[config.mk]
export PLATFORM = sky130hd
export DESIGN_NAME = shift_deser32
export DESIGN_NICKNAME = d
export VERILOG_FILES = /design/src/rtl/shift_deser32_pkg.sv /design/src/rtl/shift_deser32_sipo.sv /design/src/rtl/shift_deser32.sv
export VERILOG_INCLUDE_DIRS = /design/src /design/src/rtl
export SDC_FILE = /design/constraint.sdc
export NUM_CORES = 1
export LEC_CHECK = 0
export CELL_PAD_IN_SITES_DETAIL_PLACEMENT = 1
export CELL_PAD_IN_SITES_GLOBAL_PLACEMENT = 1
export CORE_ASPECT_RATIO = 0.5
export CORE_MARGIN = 4
export CORE_UTILIZATION = 40
export DETAILED_ROUTE_END_ITERATION = 12
export PLACE_DENSITY = 0.79
export SLEW_MARGIN = 0
export SYNTH_ARGS = -nofsm -noshare
export SYNTH_HDL_FRONTEND = slang
export SYNTH_SLANG_ARGS = --single-unit
[constraint.sdc]
create_clock -name clk -period 3.1 [get_ports clk]
set_input_delay 0.465 -clock clk [delete_from_list [all_inputs] [get_ports clk]]
set_output_delay 0.465 -clock clk [all_outputs]
set_load 0.01 [all_outputs]
[src/rtl/shift_deser_defs.vh]
// State encodings shared by the deserializer package and anything decoding its state.
`ifndef SHIFT_DESER_DEFS_VH
`define SHIFT_DESER_DEFS_VH

`define S_IDLE  1'b0
`define S_SHIFT 1'b1

`endif

[src/rtl/shift_deser32_pkg.sv]
// Shared types and helpers for the LSB-first serial-to-parallel receiver.
`include "shift_deser_defs.vh"

package shift_deser32_pkg;

    typedef enum logic {
        ST_IDLE  = `S_IDLE,
        ST_SHIFT = `S_SHIFT
    } state_e;

    localparam int DEFAULT_WIDTH = 32;

    // Exact compare so non-power-of-two widths never rely on counter wrap.
    function automatic logic is_last(input int cnt, input int width);
        return cnt == width - 1;
    endfunction

endpackage

[src/rtl/shift_deser32_sipo.sv]
// Right-shifting serial-in register: new bits enter at the MSB, one per enabled cycle.
// Latency 1 cycle per bit; synchronous clear has priority over enable.
module sipo_reg #(
    parameter int WIDTH = 32
) (
    input  logic             clk,
    input  logic             clr_i,
    input  logic             en_i,
    input  logic             s_i,
    output logic [WIDTH-1:0] q_o
);

    logic [WIDTH-1:0] sr_q;

    always_ff @(posedge clk) begin
        if (clr_i) begin
            sr_q <= '0;
        end else if (en_i) begin
            sr_q <= {s_i, sr_q[WIDTH-1:1]};
        end
    end

    assign q_o = sr_q;

endmodule

[src/rtl/shift_deser32.sv]
// LSB-first serial-to-parallel receiver; completed word appears 1 cycle after its last bit.
// Held word waits on p_ready while the next word shifts in; a word completing into a stalled buffer is dropped and flagged.
module shift_deser32 #(
    parameter  int WIDTH = 32,
    localparam int CNT_W = $clog2(WIDTH)
) (
    input  logic             clk,
    input  logic             rst,
    input  logic             bit_en,
    input  logic             start,
    input  logic             s_in,
    output logic [WIDTH-1:0] p_out,
    output logic             p_valid,
    input  logic             p_ready,
    output logic             busy,
    output logic             overrun,
    input  logic             clr_ovr
);

    import shift_deser32_pkg::*;

    state_e           state_q;
    logic [CNT_W-1:0] cnt_q;
    logic [WIDTH-1:0] sr;
    logic [WIDTH-1:0] word;
    logic             shift_en;
    logic             last_bit;
    logic             complete;
    logic             accept;
    logic             sr_lsb_unused;

    logic [WIDTH-1:0] p_out_q, p_out_d;
    logic             p_valid_q, p_valid_d;
    logic             ovr_q, ovr_d;

    assign shift_en = bit_en & (start | (state_q == ST_SHIFT));
    assign last_bit = is_last(int'(32'(cnt_q)), WIDTH);
    assign complete = bit_en & ~start & (state_q == ST_SHIFT) & last_bit;
    assign accept   = ~p_valid_q | p_ready;

    sipo_reg #(.WIDTH(WIDTH)) u_sipo (
        .clk   (clk),
        .clr_i (rst),
        .en_i  (shift_en),
        .s_i   (s_in),
        .q_o   (sr)
    );

    // The register's LSB is the bit shifted out as the final bit arrives.
    assign word          = {s_in, sr[WIDTH-1:1]};
    assign sr_lsb_unused = sr[0];

    always_ff @(posedge clk) begin
        if (rst) begin
            state_q <= ST_IDLE;
            cnt_q   <= '0;
        end else if (bit_en) begin
            case (state_q)
                ST_IDLE: begin
                    if (start) begin
                        state_q <= ST_SHIFT;
                        cnt_q   <= CNT_W'(1);
                    end
                end
                ST_SHIFT: begin
                    if (start) begin
                        cnt_q <= CNT_W'(1);
                    end else if (last_bit) begin
                        state_q <= ST_IDLE;
                        cnt_q   <= '0;
                    end else begin
                        cnt_q <= cnt_q + CNT_W'(1);
                    end
                end
                default: begin
                    state_q <= ST_IDLE;
                    cnt_q   <= '0;
                end
            endcase
        end
    end

    // A drop in the same cycle as clr_ovr leaves overrun set.
    always_comb begin
        p_out_d   = p_out_q;
        p_valid_d = p_valid_q;
        ovr_d     = clr_ovr ? 1'b0 : ovr_q;
        if (complete) begin
            if (accept) begin
                p_out_d   = word;
                p_valid_d = 1'b1;
            end else begin
                ovr_d = 1'b1;
            end
        end else if (p_valid_q & p_ready) begin
            p_valid_d = 1'b0;
        end
    end

    always_ff @(posedge clk) begin
        if (rst) begin
            p_out_q   <= '0;
            p_valid_q <= 1'b0;
            ovr_q     <= 1'b0;
        end else begin
            p_out_q   <= p_out_d;
            p_valid_q <= p_valid_d;
            ovr_q     <= ovr_d;
        end
    end

    assign p_out   = p_out_q;
    assign p_valid = p_valid_q;
    assign overrun = ovr_q;
    assign busy    = (state_q == ST_SHIFT);

endmodule

==> impl_metrics.env, run 1 <==
export IMPL_die_area_mm2=0.00875
export IMPL_fin_nets=361
export IMPL_fin_crit_sh=0.663
export IMPL_rsz0062_at_grt="false"
export IMPL_cp_end_kind="register"
export IMPL_die_x_um=128
export IMPL_yosys_area_top_type="dfxtp_1"
export IMPL_vias_per_cell=4.93
export IMPL_critical_path_buf_inv_count=1
export IMPL_first_pass_iters=4
export IMPL_ys_warn_count=0
export IMPL_htreeDepth=3
export IMPL_core_mm2=0.00686
export IMPL_ant_nets=0
export IMPL_synth_area_mm2=0.00290
export IMPL_max_slew_margin=0.569
export IMPL_drt_iter0_markers=134
export IMPL_grt_pass1_wl_um=10400
export IMPL_period_needed_ns=2.05
export IMPL_layout_common_cells="dfxtp_1 (71), nand2b_1 (66), nand2_1 (66)"
export IMPL_hold_buffers=0
export IMPL_skew_ns=0.00457
export IMPL_track_usage=0.152
export IMPL_syn_area_per_cell_um2=9.17
export IMPL_wirelength_um=6240
export IMPL_ctsLongestPathBuffers=2
export IMPL_grt_max_degree=61
export IMPL_critPathRequiredTime_ns=3.35
export IMPL_powerDensity_mw_per_mm2=537
export IMPL_cts_resized=0
export IMPL_finalPower_mw=1.94
export IMPL_first_global_vias=2172
export IMPL_synth_area_leaders="dfxtp_1 (49%), nand2b_1 (14%), mux2i_1 (11%)"
export IMPL_fin_tns_setup_ns=0
export IMPL_start_util=0.422
export IMPL_final_area_mm2=0.00362
export IMPL_num_vias=2202
export IMPL_ios=42
export IMPL_worstMarginPinSlew_ns=0.647
export IMPL_ys_types=28
export IMPL_drv_cap=0
export IMPL_crit_type="register to register"
export IMPL_max_freq_ghz=0.487
export IMPL_crit_path_top_delay_cell="dfxtp_1"
export IMPL_synth_top_area_share=0.491
export IMPL_portBuffers=41
export IMPL_cts_clk_slew_worst_paths_ns=0.05
export IMPL_slew_viol_final=0
export IMPL_path_max_fanout=16
export IMPL_peakVddDrop_uv=249
export IMPL_p_leak_nw=1.17
export IMPL_row_count=21
export IMPL_hold_viol=0
export IMPL_drive_above_1_share=0.0592
export IMPL_synth_seq_cells=71
export IMPL_syn_to_final_growth_pct=24.9
export IMPL_seq_area_frac_synth=0.491
export IMPL_final_core_util=0.528
export IMPL_place_gp_congestion=0.704
export IMPL_wl_per_cell_um=14.0
export IMPL_worstPathCellList="ha_1, and3_1, ha_1, nand4b_1, nor2b_4, buf_4, mux2i_1"
export IMPL_antenna_cells=0
export IMPL_cts_sinks=71
export IMPL_crit_path_frequent_cell="ha_1"
export IMPL_cts_tree="built"
export IMPL_cpPeakStageDelay_ns=0.42
export IMPL_numCtsBuffers=9
export IMPL_syn_nets=326
export IMPL_arrival_ns=2.30
export IMPL_die_y_um=68.2
export IMPL_hp_class="register to register"
export IMPL_clockRootBuffer="clkbuf_16"
export IMPL_antenna_found_initial=0
export IMPL_setup_violations_final=0
export IMPL_dp_hpwl_um=4120
export IMPL_n_fill_cell=777
export IMPL_grt_overflow_total=0
export IMPL_dpl_cell_area_mm2=0.00334
export IMPL_critPathLaunchType="register"
export IMPL_clock_insertion_delay_worst_skew_ns=0.32
export IMPL_cp_top_family="simple AND/OR/NAND/NOR gates"
export IMPL_status="finished clean"
export IMPL_post_route_drc_count=0
export IMPL_cts_setup_buffers=0
export IMPL_synthCells=316
export IMPL_mostFrequentLayoutCell="dfxtp_1"
==> Yosys cell counts <==
cell type  count
a21oi_1       34
a22oi_1        3
a2bb2oi_1      1
a311oi_1       2
a41oi_1        1
and3_1         1
and3b_1        1
and4bb_2       1
buf_1          1
buf_12         1
buf_2         10
buf_4          1
buf_8          2
clkbuf_1       7
dfxtp_1       71
ha_1           3
inv_1          1
mux2i_1       32
nand2_1       66
nand2b_1      66
nand3_1        1
nand4b_1       1
nor2_1         4
nor2b_1        1
nor3b_1        1
o21a_1         1
o21ai_0        1
o21ai_1        1
==> sequential cells by signal, indices dropped and copies added, names as in the netlist <==
| name | flops |
|---|---|
| cnt_q | 5 |
| busy | 1 |
| u_sipo.q_o | 31 |
| p_out | 32 |
| p_valid | 1 |
| overrun | 1 |
==> tightest hold or removal path: cells and delay by family (launching register included) <==
family | cells | cell delay [ns]
AND/OR/NAND/NOR | 1 | 0.05
AO/OA/AOI/OAI | 1 | 0.05
flip-flops | 1 | 0.31
==> metal layers <==
| metal | wire, um | track usage | vias to the layer above |
|---|---|---|---|
| met3 | 244 | 0.0514 | 5 |
| met4 | 51 | 0.0437 | 0 |
| met1 | 2820 | 0.173 | 1063 |
| met2 | 3130 | 0.278 | 32 |
| li1 | - | - | 1102 |
| met5 | 0 | 0 | - |
==> logic make-up (layout without fill, tap and decap cells) <==
kind of cell               count (synthesis)  after routing  share of synthesized area
muxes                                     32             32                      0.111
buffers and inverters                     23             62                     0.0488
DFF                                       71             71                      0.491
AOI/OAI and AO/OA                         44             44                     0.0847
adders and majority gates                  3              3                     0.0130
and+or+nand+nor                          143            143                      0.252
==> where the power goes <==
part | internal [mW] | total, mW | switching, mW
Sequential | 0.917 | 0.922 | 0.00484
Clock | 0.603 | 0.947 | 0.344
Combinational | 0.0296 | 0.0737 | 0.0440
==> cell type report <==
class / instances / area [um2] / area share
clock buffer: 15 / 278 / 0.0768
inverter: 1 / 3.75 / 0.00104
multi-input combinational: 222 / 1350 / 0.372
sequential: 71 / 1420 / 0.393
tap: 92 / 115 / 0.0318
timing repair buffer: 46 / 455 / 0.126
==> metrics by stage <==
| stage | hold slack (ns) | setup slack [ns] | cells |
|---|---|---|---|
| global route | 0.475 | 0.889 | 447 |
| detailed placement | 0.452 | 0.950 | 432 |
| floorplan | 0.437 | 1.42 | 316 |
| CTS | 0.459 | 1.02 | 447 |
| global placement | 0.448 | 1.05 | 432 |
| finish | 0.458 | 1.05 | 447 |
==> worst paths after layout <==
path              slack, ns          start  depth (start not counted)            end
setup reg to reg       1.05       cnt_q[0]                          7      p_out[29]
hold / removal         0.46  u_sipo.q_o[1]                          2  u_sipo.q_o[1]
setup / recovery       1.05       cnt_q[0]                          7      p_out[29]
hold reg to reg        0.46  u_sipo.q_o[1]                          2  u_sipo.q_o[1]
No activity file was read; power rests on OpenSTA's default activity.
==> run 2, diff against run 1 <==
--- a/config.mk
+++ b/config.mk
@@ -10,9 +10,9 @@
 export CELL_PAD_IN_SITES_GLOBAL_PLACEMENT = 1
 export CORE_ASPECT_RATIO = 0.5
 export CORE_MARGIN = 4
-export CORE_UTILIZATION = 40
+export CORE_UTILIZATION = 37
 export DETAILED_ROUTE_END_ITERATION = 12
-export PLACE_DENSITY = 0.79
+export PLACE_DENSITY = 0.77
 export SLEW_MARGIN = 0
 export SYNTH_ARGS = -nofsm -noshare
 export SYNTH_HDL_FRONTEND = slang
==> constraint.sdc (replaced) <==
create_clock -name clk -period 1.8 [get_ports clk]
set_input_delay 0.27 -clock clk [delete_from_list [all_inputs] [get_ports clk]]
set_output_delay 0.27 -clock clk [all_outputs]
set_load 0.01 [all_outputs]
==> run 2 against run 1 <==
Critical endpoint unchanged. Fmax up 17%. Die area up 7.4%. Non-clock buffer count up 13. Via count up 3.1%. Flip-flop and latch count unchanged. Combinational power up 95%. Critical path depth up 1. Setup slack worse by 1.0 ns.
==> impl_metrics.env, run 2 (same netlist as run 1, synthesis figures left out) <==
export IMPL_status="finished clean"
export IMPL_powerDensity_mw_per_mm2=876
export IMPL_swShare=0.210
export IMPL_final_core_util=0.527
export IMPL_numCtsBuffers=9
export IMPL_portBuffers=41
export IMPL_clockRootBuffer="clkbuf_16"
export IMPL_place_gp_congestion=0.770
export IMPL_core_mm2=0.00746
export IMPL_ant_nets=0
export IMPL_peakVddDrop_uv=497
export IMPL_hp_class="primary input to register"
export IMPL_critPathLaunchType="register"
export IMPL_hold_viol=0
export IMPL_die_x_um=133
export IMPL_start_util=0.388
export IMPL_grt_pass1_wl_um=11500
export IMPL_crit_type="register to register"
export IMPL_die_area_mm2=0.00939
export IMPL_arrival_ns=2.00
export IMPL_syn_to_final_growth_pct=35.6
export IMPL_antenna_cells=0
export IMPL_hold_buffers=0
export IMPL_p_leak_nw=1.28
export IMPL_setup_ws_ns=0.0467
export IMPL_mostFrequentLayoutCell="dfxtp_1"
export IMPL_path_max_fanout=4
export IMPL_grt_max_degree=104
export IMPL_fin_tns_setup_ns=0
export IMPL_largest_reg_flops=32
export IMPL_skew_ns=0.00471
export IMPL_seqPwrFrac=0.461
export IMPL_pre_cts_ws_ns=-0.0950
export IMPL_drt_iter0_markers=136
export IMPL_cts_clk_slew_worst_paths_ns=0.06
export IMPL_clkPwrFrac=0.497
export IMPL_post_route_drc_count=0
export IMPL_row_count=22
export IMPL_cts_sinks=71
export IMPL_rsz0062_at_grt="true"
export IMPL_dpl_cell_area_mm2=0.00344
export IMPL_worstMarginPinSlew_ns=0.344
export IMPL_max_freq_ghz=0.570
export IMPL_seqCellArea_mm2=0.00142
export IMPL_final_area_mm2=0.00393
export IMPL_pwr_share_comb=0.042
export IMPL_num_vias=2271
export IMPL_fin_crit_sh=0.974
export IMPL_fin_nets=374
export IMPL_grt_overflow_total=0
export IMPL_cts_tree="built"
export IMPL_clock_insertion_delay_worst_skew_ns=0.32
export IMPL_critPathRequiredTime_ns=2.05
export IMPL_cp_end_kind="register"
export IMPL_dp_hpwl_um=4080
export IMPL_track_usage=0.152
export IMPL_ios=42
export IMPL_drv_cap=0
export IMPL_htreeDepth=3
export IMPL_switching_power_mw=0.723
export IMPL_slew_viol_final=0
export IMPL_multi_input_area_mm2=0.00138
export IMPL_p_int_mw=2.72
export IMPL_max_slew_margin=0.771
export IMPL_wirelength_um=6940
export IMPL_first_global_vias=2387
export IMPL_wl_per_cell_um=14.6
export IMPL_vias_per_cell=4.76
export IMPL_period_needed_ns=1.75
export IMPL_layout_common_cells="dfxtp_1 (69), nand2b_1 (66), nand2_1 (66)"
export IMPL_drive_above_1_share=0.117
export IMPL_ctsLongestPathBuffers=2
export IMPL_antenna_found_initial=0
export IMPL_first_pass_iters=4
export IMPL_setup_violations_final=0
export IMPL_n_fill_cell=840
export IMPL_die_y_um=70.6
## run 2: critical path: stages (launching register included)
cell and delay, ns:
dfxtp_2 0.36, ha_4 0.14, and3_4 0.20, ha_4 0.13, nand4b_1 0.17, nor2b_4 0.19, buf_12 0.15, clkbuf_16 0.15
mux2i_1 0.18
## run 2: repair_timing
| item | in CTS | in global routing |
|---|---|---|
| gates cloned | 2 | 2 |
| resized for setup | 8 | 2 |
| endpoints found under the setup margin | 32 | 32 |
| hold endpoints to repair | 0 | 0 |
| pin swaps | 1 | 0 |
| setup buffers | 3 | 2 |
## run 2: path summary, 6_finish.rpt
kind,start,endpoint,slack (ns),depth (start not counted)
min,rst,u_sipo.q_o[10],0.46,3
max reg2reg,cnt_q[0],p_out[29],0.05,8
max,cnt_q[0],p_out[29],0.05,8
min reg2reg,u_sipo.q_o[25],u_sipo.q_o[24],0.47,2
## run 2: final cells by class
type,count,share of cell area
Timing Repair Buffer,59,0.177
Clock inverter,3,0.00382
Inverter,1,0.000956
Multi-Input combinational cell,222,0.350
Sequential cell,71,0.363
Tap cell,108,0.0344
Clock buffer,13,0.0714
## run 2: power groups by stage
stage                     sequential [mW]  clock (mW)  combinational [mW]
after floorplan                      1.62           0              0.0873
after global placement               1.62           0               0.141
after detailed placement             1.62           0               0.145
after CTS                            1.58        1.75               0.146
after global routing                 1.59        1.84               0.158
final                                1.59        1.71               0.144
## run 2: routing by layer
metal  up-vias  wire length, um  GRT usage
li1       1137                -          -
met5         -                0          0
met4         0               89     0.0582
met3        10              213     0.0426
met1      1096             3240      0.183
met2        28             3400      0.264
## run 2: metrics by stage
stage | hold WS [ns] | power, mW | instances
after floorplan | 0.406 | 1.70 | 316
after global placement | 0.446 | 1.76 | 452
after detailed placement | 0.462 | 1.76 | 452
after CTS | 0.452 | 3.48 | 473
after global routing | 0.474 | 3.58 | 477
final | 0.456 | 3.44 | 477
==> run 3, diff against run 2 <==
--- a/config.mk
+++ b/config.mk
@@ -17,3 +17,4 @@
 export SYNTH_ARGS = -nofsm -noshare
 export SYNTH_HDL_FRONTEND = slang
 export SYNTH_SLANG_ARGS = --single-unit
+export TNS_END_PERCENT = 100
==> results of run 3 <==
Final layout, timing and power as in run 2 (identical DEF).
